## config.mk

```make
export PLATFORM = sky130hd
export DESIGN_NAME = pipe_hazard_ctrl
export DESIGN_NICKNAME = d
export VERILOG_FILES = /design/src/rtl/pipe_hazard_ctrl.sv
export SDC_FILE = /design/constraint.sdc
export NUM_CORES = 1
export LEC_CHECK = 0
export BUFFER_PORTS_ARGS = -buffer_cell sky130_fd_sc_hd__buf_2
export CORE_MARGIN = 1
export CORE_UTILIZATION = 48
export CTS_CLUSTER_SIZE = 20
export DETAILED_ROUTE_END_ITERATION = 8
export PLACE_DENSITY = 0.88
export REMOVE_ABC_BUFFERS = 1
export SYNTH_ARGS = -nofsm -noshare
export SYNTH_HDL_FRONTEND = slang
export SYNTH_SLANG_ARGS = --single-unit
```

## constraint.sdc

```tcl
create_clock -name clock -period 2.1 [get_ports clock]
set_input_delay 0.315 -clock clock [delete_from_list [all_inputs] [get_ports clock]]
set_output_delay 0.315 -clock clock [all_outputs]
set_load 0.02 [all_outputs]
```

## src/rtl/pipe_hazard_ctrl.sv

```systemverilog
`default_nettype none
// ============================================================================
// Module   : pipe_hazard_ctrl
// Purpose  : Hazard controller for a 4-stage (D/RF/X/WB) 8-bit pipeline.
//            Resolves RAW hazards by forwarding the WB result.
//            Stalls one cycle on a load-use hazard.
//            Flushes D/RF/X on a taken branch evaluated in X.
//            Keeps saturating cycle and retired-instruction counters.
// Ports    : clock, reset           - clock, synchronous active-high reset
//            step_en                - pipeline advance enable
//            d/rf/x/wb_instr        - instructions held in each stage register
//            n_flag, z_flag         - registered ALU flags
//            pc_write, s1..s3_load,
//            wb_load                - stage register load enables
//            noop_sel1..4           - inject NOP_INSTR into D/RF/X/WB IR
//            redirect               - PC takes the branch target
//            fwd_a, fwd_b           - 0 = forward WB result, 1 = RF read data
//            state                  - FSM state (RUN=0, STALL=1, FLUSH=2)
//            cycle_cnt, retired_cnt - performance counters
// Revision : 1.0 - initial release
// ============================================================================
module pipe_hazard_ctrl #(
    parameter logic [7:0] NOP_INSTR = 8'b00001010,
    parameter int         CNT_W     = 16
) (
    input  logic             clock,
    input  logic             reset,
    input  logic             step_en,
    input  logic [7:0]       d_instr,
    input  logic [7:0]       rf_instr,
    input  logic [7:0]       x_instr,
    input  logic [7:0]       wb_instr,
    input  logic             n_flag,
    input  logic             z_flag,
    output logic             pc_write,
    output logic             s1_load,
    output logic             s2_load,
    output logic             s3_load,
    output logic             wb_load,
    output logic             noop_sel1,
    output logic             noop_sel2,
    output logic             noop_sel3,
    output logic             noop_sel4,
    output logic             redirect,
    output logic             fwd_a,
    output logic             fwd_b,
    output logic [1:0]       state,
    output logic [CNT_W-1:0] cycle_cnt,
    output logic [CNT_W-1:0] retired_cnt
);

    typedef enum logic [1:0] {
        ST_RUN   = 2'd0,
        ST_STALL = 2'd1,
        ST_FLUSH = 2'd2,
        ST_BAD   = 2'd3
    } state_t;

    localparam logic [CNT_W-1:0] c_CNT_MAX = {CNT_W{1'b1}};

    // ------------------------------------------------------------------
    // Opcode decode helpers
    // ------------------------------------------------------------------
    function automatic logic f_is_load(input logic [7:0] i);
        return i[3:0] == 4'b0000;
    endfunction

    function automatic logic f_is_ori(input logic [7:0] i);
        return i[2:0] == 3'b111;
    endfunction

    // Writers: load, add, sub, nand, ori, shift
    function automatic logic f_is_writer(input logic [7:0] i);
        return (i[3:0] == 4'b0000) || (i[3:0] == 4'b0100) ||
               (i[3:0] == 4'b0110) || (i[3:0] == 4'b1000) ||
               (i[2:0] == 3'b111)  || (i[2:0] == 3'b011);
    endfunction

    // ori implicitly targets r1; everything else names its register in [7:6]
    function automatic logic [1:0] f_dest(input logic [7:0] i);
        return f_is_ori(i) ? 2'd1 : i[7:6];
    endfunction

    // Operand A users: add, sub, nand, shift, ori, store, load
    function automatic logic f_uses_a(input logic [7:0] i);
        return (i[3:0] == 4'b0100) || (i[3:0] == 4'b0110) ||
               (i[3:0] == 4'b1000) || (i[2:0] == 3'b011)  ||
               (i[2:0] == 3'b111)  || (i[3:0] == 4'b0010) ||
               (i[3:0] == 4'b0000);
    endfunction

    // Operand B users: add, sub, nand, store, load
    function automatic logic f_uses_b(input logic [7:0] i);
        return (i[3:0] == 4'b0100) || (i[3:0] == 4'b0110) ||
               (i[3:0] == 4'b1000) || (i[3:0] == 4'b0010) ||
               (i[3:0] == 4'b0000);
    endfunction

    // ------------------------------------------------------------------
    // Hazard detection
    // ------------------------------------------------------------------
    state_t     r_state;
    state_t     w_state_nxt;
    logic [1:0] w_src_a;
    logic [1:0] w_src_b;
    logic       w_wb_hit_a;
    logic       w_wb_hit_b;
    logic       w_branch_taken;
    logic       w_load_use;
    logic       w_unused;

    // D stage instruction does not take part in any hazard decision
    assign w_unused = ^d_instr;

    assign w_src_a = f_is_ori(rf_instr) ? 2'd1 : rf_instr[7:6];
    assign w_src_b = rf_instr[5:4];

    assign w_wb_hit_a = f_is_writer(wb_instr) && f_uses_a(rf_instr) &&
                        (f_dest(wb_instr) == w_src_a);
    assign w_wb_hit_b = f_is_writer(wb_instr) && f_uses_b(rf_instr) &&
                        (f_dest(wb_instr) == w_src_b);

    assign fwd_a = ~w_wb_hit_a;
    assign fwd_b = ~w_wb_hit_b;

    assign w_branch_taken = ((x_instr[3:0] == 4'b0101) &  z_flag) |
                            ((x_instr[3:0] == 4'b1001) & ~z_flag) |
                            ((x_instr[3:0] == 4'b1101) & ~n_flag);

    assign w_load_use = f_is_load(x_instr) &&
                        ((f_uses_a(rf_instr) && (f_dest(x_instr) == w_src_a)) ||
                         (f_uses_b(rf_instr) && (f_dest(x_instr) == w_src_b)));

    // ------------------------------------------------------------------
    // FSM: state register and counters
    // ------------------------------------------------------------------
    always_ff @(posedge clock) begin
        if (reset) begin
            r_state     <= ST_RUN;
            cycle_cnt   <= '0;
            retired_cnt <= '0;
        end else begin
            r_state <= w_state_nxt;
            if (step_en) begin
                if (cycle_cnt != c_CNT_MAX) begin
                    cycle_cnt <= cycle_cnt + 1'b1;
                end
                if ((wb_instr != NOP_INSTR) && (retired_cnt != c_CNT_MAX)) begin
                    retired_cnt <= retired_cnt + 1'b1;
                end
            end
        end
    end

    // ------------------------------------------------------------------
    // FSM: next state and pipeline control outputs
    // ------------------------------------------------------------------
    always_comb begin
        w_state_nxt = r_state;
        pc_write    = 1'b0;
        s1_load     = 1'b0;
        s2_load     = 1'b0;
        s3_load     = 1'b0;
        wb_load     = 1'b0;
        noop_sel1   = 1'b0;
        noop_sel2   = 1'b0;
        noop_sel3   = 1'b0;
        noop_sel4   = 1'b0;
        redirect    = 1'b0;

        if (r_state == ST_BAD) begin
            // Recover from the illegal encoding even while frozen
            w_state_nxt = ST_RUN;
        end

        if (step_en) begin
            pc_write = 1'b1;
            s1_load  = 1'b1;
            s2_load  = 1'b1;
            s3_load  = 1'b1;
            wb_load  = 1'b1;
            w_state_nxt = ST_RUN;

            if (r_state == ST_RUN) begin
                if (w_branch_taken) begin
                    // Branch wins over load-use: the dependent instruction
                    // is being squashed anyway.
                    redirect    = 1'b1;
                    noop_sel1   = 1'b1;
                    noop_sel2   = 1'b1;
                    noop_sel3   = 1'b1;
                    w_state_nxt = ST_FLUSH;
                end else if (w_load_use) begin
                    // Hold PC/D/RF, let the load advance, bubble into X
                    pc_write    = 1'b0;
                    s1_load     = 1'b0;
                    s2_load     = 1'b0;
                    noop_sel3   = 1'b1;
                    w_state_nxt = ST_STALL;
                end
            end
        end
    end

    assign state = r_state;

endmodule
`default_nettype wire

```

-- Word-level counts from Yosys, hierarchy flattened
Index checks and enable logic that the tools add are counted.
- output and inout port bits: 46
- register bits after elaboration: 34
- logic and storage cells: 86
- reductions and logical operators: 29
- eq/ne operators: 23
- bitwise gates (word level): 9
- add/sub/neg operators: 2
- mux-type cells: 20
- operators by type and width (cell ; number):
    $add 16x1->16 const B ; 2
    $ne 16x16->1 const B ; 2
    $eq 4x3->1 const B ; 5
    $eq 4x4->1 const B ; 4
    $logic_or 1x1->1 ; 14
    $mux 2 ; 7
    $mux 1 ; 13
    $logic_not 4->1 ; 3
    $eq 3x3->1 const B ; 3
    $eq 2x2->1 ; 4
    $logic_and 1x1->1 ; 8
    $ne 8x4->1 const B ; 1
    $eq 3x2->1 const B ; 2
    $eq 4x2->1 const B ; 1
    $not 1->1 ; 4
    $reduce_and 2->1 ; 2
    $and 1x1->1 ; 3
    $eq 2x2->1 const B ; 1
    $logic_not 2->1 ; 1
    $or 1x1->1 ; 2
    $reduce_bool 2->1 ; 1

-- Depth between registers and ports, before layout
Gate-level depths: netlist of run 1.
- depth in word-level cells: 14
- mapped depth: 7
- depth with buffers taken out: 7

-- Least setup slack after synthesis of run 1
Ideal clock, no wire load.
- kind: reg2reg
- from: register cycle_cnt[7]
- to: register cycle_cnt[1]
- setup slack: 0.157 ns
- cell stages (with the launch flop): 7
- required time: 1.972 ns
- path buffers: 0
- arrival time: 1.815 ns
- library setup time: 0.128 ns
- clock period less this slack: 1.943 ns
- cells stage by stage: dfxtp_1 > and4_4 > nand4_4 > or4_4 > nand2_2 > mux2i_1 > nor2_1
- word-level cells in the longest chain between the ends: 2
- RTL lines (item ; RTL line ; RTL):
    start, declared ; 48 ; output logic [CNT_W-1:0] cycle_cnt,
    start signal, assigned ; 146 ; cycle_cnt <= cycle_cnt + 1'b1;
    $ne 16x16->1 ; 145 ; if (cycle_cnt != c_CNT_MAX) begin
    $reduce_and 2->1 (no line) ; - ;
Every way passes these cells.
A chain may end at the register's enable or synchronous reset.

-- Worst setup path in the final report of run 1
- from: register r_state[0] (netlist: state[0])
- to: output port pc_write
- word-level cells in the longest chain between the ends: 3
- RTL lines (item ; RTL line ; RTL):
    start, declared ; 102 ; state_t r_state;
    start signal, assigned ; 143 ; r_state <= w_state_nxt;
    $logic_not 2->1 ; 184 ; if (r_state == ST_RUN) begin
    $mux 1 ; 184 ;
    $mux 1 ; 176 ; if (step_en) begin
    end, declared ; 35 ; output logic pc_write,
Every way passes these cells.

==> run metrics, run 1 <==
status finished, final reports clean; worst-skew pair later-pin latency 0.28 ns; clk_skew roughly 0.0053 ns; Final Power 1.39 mW; top-count cell post-synth nor2_1; GP Congestion 0.813; first-pass iteration count of the detailed router 4; post-route setup slack approximately 0.064 ns; Mapped Area 0.00196 sq mm; P_leak between 1 and 1.5 nW; CTS clk-pin slew, worst paths roughly 0.07 ns; CP startpoint kind flop; routed wire length between 4 and 5 mm; via count about 1900; average wire per standard cell 12.6 um; global-route wire length before repair ~7.4 mm; Post-synth top cells 38 x nor2_1, 34 x dfxtp_1, 18 x xor2_1; R2R Setup Slk about 0.19 ns; slowest CP cell or4_4; Setup violations, final 0; multiplexer share of the synthesized area 0.0262; Placed Cells ~340; dpl hpwl around 3.2 mm; hold depth 4; FF+latch count, synth 34; fmax between 400 and 500 MHz; pre-CTS setup slack 0.106 ns; placed cell areas 0.00232 sq mm; worst slew margin relative to its limit 0.598; Core Area between 0.003 and 0.004 sq mm; power per standard cell area 562 mW/mm^2; hold crit path type primary input to flop; largest net degree at the start of global routing 35; synth unique cells between 40 and 50; Worst VDD drop 478 uV; Hold Vio Cnt, Final 0; Cells after Synth 233; post-route antenna net violation count 0; min cycle time layout 2.04 ns; Data required, critical path ~1.8 ns; Top FF cell, synth dfxtp_1; WS Path Type flop to output port; asr flop ratio synth 0; vias per cell between 5 and 6; path depth of the worst reg2reg path 6; worst hold margin a little over 0.4 ns; die area roughly 0.0043 sq mm; warning count from the yosys run 0; WHS Endpoint state[0]; clk sink count 34; Final Slew Violations 0; slowest stage delay, CP 0.52 ns; Synth Area in Compound Gates 0.106; initial DRC count around 170; Post-Synth Simple-Gate Area 0.327; Num CTS Buffers 5; Worst Path Max Fanout 3; CP Cell Sequence or4_4, nor3_4, o21ai_1, and2_4, buf_4; clock tree buffer depth 2; clock tree root buffer cell clkbuf_8; die width roughly 66 um; Ports a little over 80; Area growth syn-to-layout 26.6%; Crit path arrival time roughly 1.7 ns; Final Cell Area between 0.002 and 0.0025 sq mm; Max Cap Viol 0; post-synthesis adder-cell area fraction 0.0128; port buffer count just over 70; final worst-path cycle share 0.969; worst slew pin tran around 0.60 ns; EDFF count, synth 0; Yosys top cell area share 0.348; GRT Util Overall 0.219; H-tree depth 2; syn_area_per_cell about 8.4 sq um; vias in the first global route ~1700; main combinational cell family by area after synthesis simple AND/OR/NAND/NOR gates; top cells by area, synth dfxtp_1 35%, xor2_1 8.1%, nor2_1 7.3%; post-synth top area cell dfxtp_1; Finished Layout Cells roughly 350; Die H 65.9 um; hold wc startpoint x_instr[1]; CTS tree yes; Final Util 0.657; Crit. End Element output port; share of cells above drive strength 1 0.329; Row Count 22; FILL cells about 330; xor/xnor cell area share of the yosys netlist 0.130; # nets final around 340; n_diodes 0; Final TNS setup 0 ns; sequential fraction of the synthesis area 0.348; FF-to-FF End retired_cnt[15]; grt total ovfl 0; worst reg2reg startpoint retired_cnt[4]; Hold-fix buffers, CTS 0; # DRC 0; initial antenna violation count 0; Initial Util 0.519
## worst max-delay path: cells and delay by family (launching register included)
kind | cells | cell delay [ns]
simple gates | 3 | 0.87
flops | 1 | 0.33
compound gates | 1 | 0.08
buf+inv | 1 | 0.15
## timing repair
item | CTS | global route
setup endpoints to repair | 4 | 4
buffers inserted | 0 | 2
resized for setup | 1 | 12
pin swaps | 0 | 2
## logic make-up after synthesis
kind of cell	Yosys count
and+or+nand+nor	113
DFF	34
AOI/OAI and AO/OA	31
xor gates and xnor gates	29
buffers and inverters	18
muxes	5
adders and majority gates	2
other	1
## layout by cell type (no fill, tap or decap), types with 3 or more instances in the layout
master     n
a21oi_1    9
and3_1     6
and4_1     7
buf_2     67
buf_4      7
clkbuf_8   8
dfxtp_1   32
inv_1      6
mux2i_1    4
nand2_1   13
nand2b_1   3
nand3_1   13
nand4_1    8
nor2_1    38
nor3_1     4
o21ai_0    4
o31a_1     3
xnor2_1   11
xor2_1    18
## state kept, by name, summed over array words and instances, names as in the netlist
signal and cells:
cycle_cnt 16, retired_cnt 16, state 2
## power by group
group	switching, mW	internal, mW
registers	0.0106	0.653
clock network	0.224	0.331
logic	0.102	0.0714
## worst max path at each step
stage                            from         endpoint  slack, ns  cells after the start
after global routing         state[0]        noop_sel3     -0.001                      5
after CTS                    state[1]         pc_write      0.009                      5
after global placement    wb_instr[6]  retired_cnt[11]       0.16                      7
final                        state[0]         pc_write       0.06                      5
after floorplan                z_flag        noop_sel3      -0.51                      5
after detailed placement  wb_instr[6]  retired_cnt[11]       0.11                      7
## metal layers
layer / vias to the layer above / wire [um] / global-route usage
met5: - / 0 / 0
met4: 0 / 82 / 0.0761
met3: 10 / 195 / 0.0466
met2: 53 / 2250 / 0.393
met1: 866 / 1900 / 0.252
li1: 958 / - / -
## layout make-up
type	count	area, sq um	share of cell area
multi-input cells	181	1200	0.484
flip-flops and latches	34	686	0.277
well taps	48	60.1	0.0242
inverters	6	22.5	0.00909
repair buffers	75	399	0.161
clock buffers	8	110	0.0444
Note: power is estimated with default switching activity, not from simulation.
==> inputs of run 2 (changes only) <==
--- a/config.mk
+++ b/config.mk
@@ -5,12 +5,13 @@
 export SDC_FILE = /design/constraint.sdc
 export NUM_CORES = 1
 export LEC_CHECK = 0
+export ABC_AREA = 1
 export BUFFER_PORTS_ARGS = -buffer_cell sky130_fd_sc_hd__buf_2
 export CORE_MARGIN = 1
-export CORE_UTILIZATION = 48
+export CORE_UTILIZATION = 50
 export CTS_CLUSTER_SIZE = 20
 export DETAILED_ROUTE_END_ITERATION = 8
-export PLACE_DENSITY = 0.88
+export PLACE_DENSITY = 0.89
 export REMOVE_ABC_BUFFERS = 1
 export SYNTH_ARGS = -nofsm -noshare
 export SYNTH_HDL_FRONTEND = slang
==> run metrics, run 2 <==
Cells after Synth 341 (+46%); min cycle time layout 1.89 ns (-0.144 ns); H-tree depth 2 (unchanged); Net Sw Frac 0.272 (+0.0307); die area 0.00476 sq mm (+9.8%); syn_area_per_cell 6.58 sq um (-22%); first-pass iteration count of the detailed router 4 (unchanged); Max Cap Viol 0 (unchanged); Hold-fix buffers, CTS 0 (unchanged); final worst-path cycle share 0.901 (-0.0687); hold wc startpoint reset; worst reg2reg startpoint cycle_cnt[1]; vias per cell 5.23 (-2.4%); power per standard cell area 504 mW/mm^2 (-10%); Setup violations, final 0 (unchanged); average wire per standard cell 11.8 um (-6.1%); internal power 0.981 mW (-7.1%); Area growth syn-to-layout 19.1%; GRT Util Overall 0.226 (+0.00791); Post-Synth Simple-Gate Area 0.366 (+0.0389); CTS clk-pin slew, worst paths 0.07 ns (about the same); multiplexer share of the synthesized area 0.00502 (-0.0212); via count 2407 (+28%); clk sink count 34 (unchanged); post-cts resize count 0 (-1); initial DRC count 132 (-20%); P_leak 1.20 nW (+8.2%); Final TNS setup 0 ns (unchanged); Yosys top cell area share 0.303 (-0.0446); clock share of power 0.375 (-0.024); main combinational cell family by area after synthesis simple AND/OR/NAND/NOR gates; warning count from the yosys run 0 (unchanged); Worst Path Max Fanout 16 (+13); combinational power share 0.135 (+0.010); clock tree root buffer cell clkbuf_8; port buffer count 71 (unchanged); part of the power in registers 0.490 (+0.013); fmax 529 MHz (+7.6%); grt total ovfl 0 (unchanged); commonest non-fill, non-tap cell in the layout nand2_1; Initial Util 0.519 (about the same); post-route antenna net violation count 0 (unchanged); largest net degree at the start of global routing 19 (-46%); EDFF count, synth 0 (unchanged); # nets final 446 (+30%); vias in the first global route 2262 (+31%); Die H 69 um (+4.8%); worst-skew pair later-pin latency 0.29 ns (about the same); top cells by area, synth dfxtp_1 30%, nand2_1 17%, nor2_1 5.9%; critical path startpoint cycle_cnt[1]; Placed Cells 452 (+32%); die width 69 um (+4.8%); FF+latch count, synth 34 (unchanged); # DRC 0 (unchanged); Mapped Area 0.00224 sq mm (+15%); post-synth top area cell dfxtp_1; GP Congestion 0.879 (+8.1%); dpl hpwl 4.07 mm (+26%); Worst VDD drop 244 uV (-49%); WS Path Type flop to flop; status finished, final reports clean; initial antenna violation count 0 (unchanged); Row Count 24 (+9.1%); CTS tree yes; unrepaired setup endpoints after global routing false; setup bufs post-CTS 0 (unchanged); worst hold margin 0.386 ns (-0.0282 ns); Ports 83 (unchanged); sequential fraction of the synthesis area 0.303 (-0.0446); clock tree buffer depth 2 (unchanged); most frequent cells in the layout 102 x nand2_1, 71 x buf_2, 35 x nor2_1; post-route setup slack 0.208 ns (+0.144 ns); Hold Vio Cnt, Final 0 (unchanged); clk_skew 0.00970 ns (+0.00440 ns); xor/xnor cell area share of the yosys netlist 0.105 (-0.0244); Top FF cell, synth dfxtp_1; Crit. End Element flop; NetSw 0.367 mW (+9.2%); top-count cell post-synth nand2_1; routed wire length 5.44 mm (+23%); Final Power 1.35 mW (-3.1%); global-route wire length before repair 8.96 mm (+21%); CP startpoint kind flop; Crit path arrival time 2.12 ns (+0.40 ns); pre-CTS setup slack 0.248 ns (+0.141 ns); asr flop ratio synth 0 (unchanged); Finished Layout Cells 460 (+31%); synth unique cells 31 (-35%); Post-synth top cells 102 x nand2_1, 35 x nor2_1, 34 x dfxtp_1; Synth Area in Compound Gates 0.101 (-0.00469); Core Area 0.00432 sq mm (+15%); post-synthesis adder-cell area fraction 0.0111 (-0.00164); R2R Setup Slk 0.21 ns (+0.02 ns); Final Slew Violations 0 (unchanged); n_diodes 0 (unchanged); hold crit path type primary input to flop; Num CTS Buffers 5 (unchanged); Data required, critical path 2.32 ns (+0.54 ns); share of cells above drive strength 1 0.250 (-0.0789)
-- run 2: cell count changes after synthesis, sizes merged, moves of 4 or more --
cell	previous run	this run
a21oi	9	30
and3	6	0
and4	9	0
buf	8	12
inv	6	37
mux2i	4	0
nand2	14	105
nand3	13	23
nor3	6	11
xor2	18	14
-- run 2: power by group through the flow --
stage | Combinational [mW] | Sequential [mW] | Clock [mW]
2_1_floorplan | 0.0890 | 0.684 | 0
3_3_place_gp | 0.175 | 0.675 | 0
3_5_place_dp | 0.181 | 0.676 | 0
4_1_cts | 0.181 | 0.661 | 0.518
5_1_grt | 0.201 | 0.661 | 0.544
6_report | 0.182 | 0.661 | 0.505
-- run 2: final timing paths --
check        cells past startpoint        endpoint
min                              2  retired_cnt[3]
max reg2reg                      9    cycle_cnt[5]
max                              9    cycle_cnt[5]
min reg2reg                      2  retired_cnt[3]
-- run 2: cells by family after synthesis --
| family | after synthesis |
|---|---|
| compound gates | 38 |
| xor+xnor | 27 |
| fa+ha+maj | 2 |
| buf+inv | 51 |
| flops | 34 |
| mux | 1 |
| other cells | 1 |
| simple gates | 187 |
-- run 2: area by class of cell --
class	count	area, sq um
clock inverters	1	5.00
clock buffers	7	86.3
inverters	37	139
flip-flops and latches	34	681
repair buffers	73	370
fillers	406	1650
well taps	52	65.1
multi-input cells	256	1330
-- run 2: stage by stage --
stage / area, sq um / utilization
finish: 2670 / 0.618
global route: 2670 / 0.618
CTS: 2670 / 0.618
detailed placement: 2580 / 0.597
global placement: 2580 / 0.597
floorplan: 2150 / -
-- run 2: worst max-delay path, stage by stage, from the launching register on --
cell and delay (ns):
dfxtp_1 0.40, ha_1 0.24, nand3_1 0.14, nor2_1 0.21, nand3_1 0.11, nand2_2 0.26, inv_2 0.19, nand3_1 0.11
nand2_1 0.05, a21oi_1 0.11
-- run 2: layer usage --
layer / GRT usage / up-vias / routed length (um)
met2: 0.407 / 92 / 2730
met3: 0.0409 / 15 / 289
met5: 0 / - / 0
met4: 0.129 / 0 / 125
met1: 0.247 / 1093 / 2290
li1: - / 1207 / -
==> inputs of run 3 (changes only) <==
--- a/config.mk
+++ b/config.mk
@@ -7,11 +7,11 @@
 export LEC_CHECK = 0
 export ABC_AREA = 1
 export BUFFER_PORTS_ARGS = -buffer_cell sky130_fd_sc_hd__buf_2
-export CORE_MARGIN = 1
 export CORE_UTILIZATION = 50
 export CTS_CLUSTER_SIZE = 20
 export DETAILED_ROUTE_END_ITERATION = 8
 export PLACE_DENSITY = 0.89
+export RECOVER_POWER = 25
 export REMOVE_ABC_BUFFERS = 1
 export SYNTH_ARGS = -nofsm -noshare
 export SYNTH_HDL_FRONTEND = slang
==> constraint.sdc (replaced) <==
create_clock -name clock -period 2.1 [get_ports clock]
set_input_delay 0.315 -clock clock [delete_from_list [all_inputs] [get_ports clock]]
set_output_delay 0.315 -clock clock [all_outputs]
set_load 0.05 [all_outputs]
==> run metrics, run 3 (synthesized netlist as in run 2, its figures left out) <==
part of the power in registers 0.447 (-0.043); Net Sw Frac 0.283 (+0.0103); min cycle time layout 1.93 ns (+0.0344 ns); Crit path arrival time 1.61 ns (-0.51 ns); Ports 83 (unchanged); CTS clk-pin slew, worst paths 0.07 ns (about the same); routed wire length 5.23 mm (-3.8%); Final TNS setup 0 ns (unchanged); combinational power share 0.146 (+0.011); unrepaired setup endpoints after global routing false; most frequent cells in the layout 102 x nand2_1, 53 x buf_2, 34 x nor2_1, 34 x dfxtp_1, 33 x inv_1; Hold Vio Cnt, Final 0 (unchanged); Hold-fix buffers, CTS 0 (unchanged); NetSw 0.418 mW (+14%); Die H 69 um (unchanged); fmax 519 MHz (-1.8%); initial DRC count 93 (-30%); H-tree depth 2 (unchanged); worst-skew pair later-pin latency 0.29 ns (about the same); port buffer count 71 (unchanged); CTS tree yes; FILL cells 408 (+0.49%); R2R Setup Slk 0.20 ns (about the same); Crit. End Element output port; P_leak 1.13 nW (-5.7%); Worst VDD drop 298 uV (+22%); Max Cap Viol 0 (unchanged); first-pass iteration count of the detailed router 4 (unchanged); Num CTS Buffers 5 (unchanged); Data required, critical path 1.78 ns (-0.54 ns); power per standard cell area 556 mW/mm^2 (+10%); GP Congestion 0.896 (+2.0%); clk sink count 34 (unchanged); Row Count 24 (unchanged); clock tree root buffer cell clkbuf_8; vias per cell 5.19 (-0.78%); clk_skew 0.00539 ns (-0.00430 ns); Setup violations, final 0 (unchanged); worst slew pin tran between 0.6 and 0.7 ns; grt total ovfl 0 (unchanged); # nets final 445 (-0.22%); die area 0.00476 sq mm (unchanged); n_diodes 0 (unchanged); internal power 1.06 mW (+8.2%); share of cells above drive strength 1 0.209 (-0.0412); CP startpoint kind flop; WS Path Type flop to output port; clock share of power 0.407 (+0.032); # DRC 0 (unchanged); post-route antenna net violation count 0 (unchanged); largest net degree at the start of global routing 19 (unchanged); GRT Util Overall 0.220 (-0.00618); dpl hpwl 3.96 mm (-2.7%); worst slew margin relative to its limit 0.586; Core Area 0.00432 sq mm (unchanged); average wire per standard cell 11.4 um (-3.6%); Worst Path Max Fanout 4 (-12); status finished, final reports clean; die width 69 um (unchanged); Final Power 1.48 mW (+9.8%); Final Slew Violations 0 (unchanged); commonest non-fill, non-tap cell in the layout nand2_1; via count 2383 (-1.0%); Area growth syn-to-layout 18.6%; final worst-path cycle share 0.917 (+0.0164); hold crit path type primary input to flop; clock tree buffer depth 2 (unchanged); initial antenna violation count 0 (unchanged); Initial Util 0.519 (unchanged); vias in the first global route 2125 (-6.1%); global-route wire length before repair 8.80 mm (-1.8%)
[run 3: cell types whose count changed in the layout (fill, tap and decap cells not counted)]
cell	previous run	this run
buf_2	71	53
clkbuf_1	1	18
buf_4	2	1
bufinv_16	0	1
clkbuf_8	6	5
clkinv_2	1	2
nor2_1	35	34
nor2_2	1	2
[run 3: worst paths after layout]
kind	from	to	cells past startpoint
max	state[1]	noop_sel3	8
min	reset	cycle_cnt[12]	2
max reg2reg	cycle_cnt[0]	cycle_cnt[2]	9
min reg2reg	retired_cnt[3]	retired_cnt[3]	2
[run 3: cell type report]
class,count,area (sq um),area share
Clock inverter,3,40.0,0.0150
Tap cell,52,65.1,0.0244
Sequential cell,34,681,0.256
Multi-Input combinational cell,256,1330,0.499
Timing Repair Buffer,72,340,0.128
Inverter,37,139,0.0522
Clock buffer,5,68.8,0.0258
[run 3: power groups by stage]
stage / clock network, mW / registers (mW) / logic (mW)
after floorplan: 0 / 0.701 / 0.109
after global placement: 0 / 0.676 / 0.213
after detailed placement: 0 / 0.676 / 0.218
after CTS: 0.610 / 0.661 / 0.219
after global routing: 0.635 / 0.662 / 0.236
final: 0.602 / 0.662 / 0.217
[run 3: layer usage]
layer | routed length [um] | GRT usage | vias to the layer above
li1 | - | - | 1206
met1 | 2180 | 0.244 | 1072
met2 | 2610 | 0.411 | 95
met3 | 369 | 0.0482 | 10
met4 | 71 | 0.0726 | 0
met5 | 0 | 0 | -
[run 3: stage by stage]
step	worst slack, ns	utilization	hold slack [ns]	area, sq um	instances
floorplan	-1.60	-	0.377	2150	327
global placement	0.283	0.595	0.486	2570	451
detailed placement	0.251	0.595	0.491	2570	451
CTS	0.0916	0.620	0.375	2680	459
global route	0.00999	0.616	0.405	2660	459
finish	0.174	0.616	0.381	2660	459
[run 3: what timing repair did]
item                       CTS  global route
setup endpoints to repair    0             1
gates resized for setup      0             1
buffers inserted             0             0
[run 3: critical path, stage by stage, from the launching register on]
cell	delay [ns]
dfxtp_1	0.34
nor2_1	0.15
inv_1	0.06
nor2_1	0.12
inv_1	0.06
nor2_2	0.19
inv_1	0.08
nand2_1	0.07
buf_2	0.26
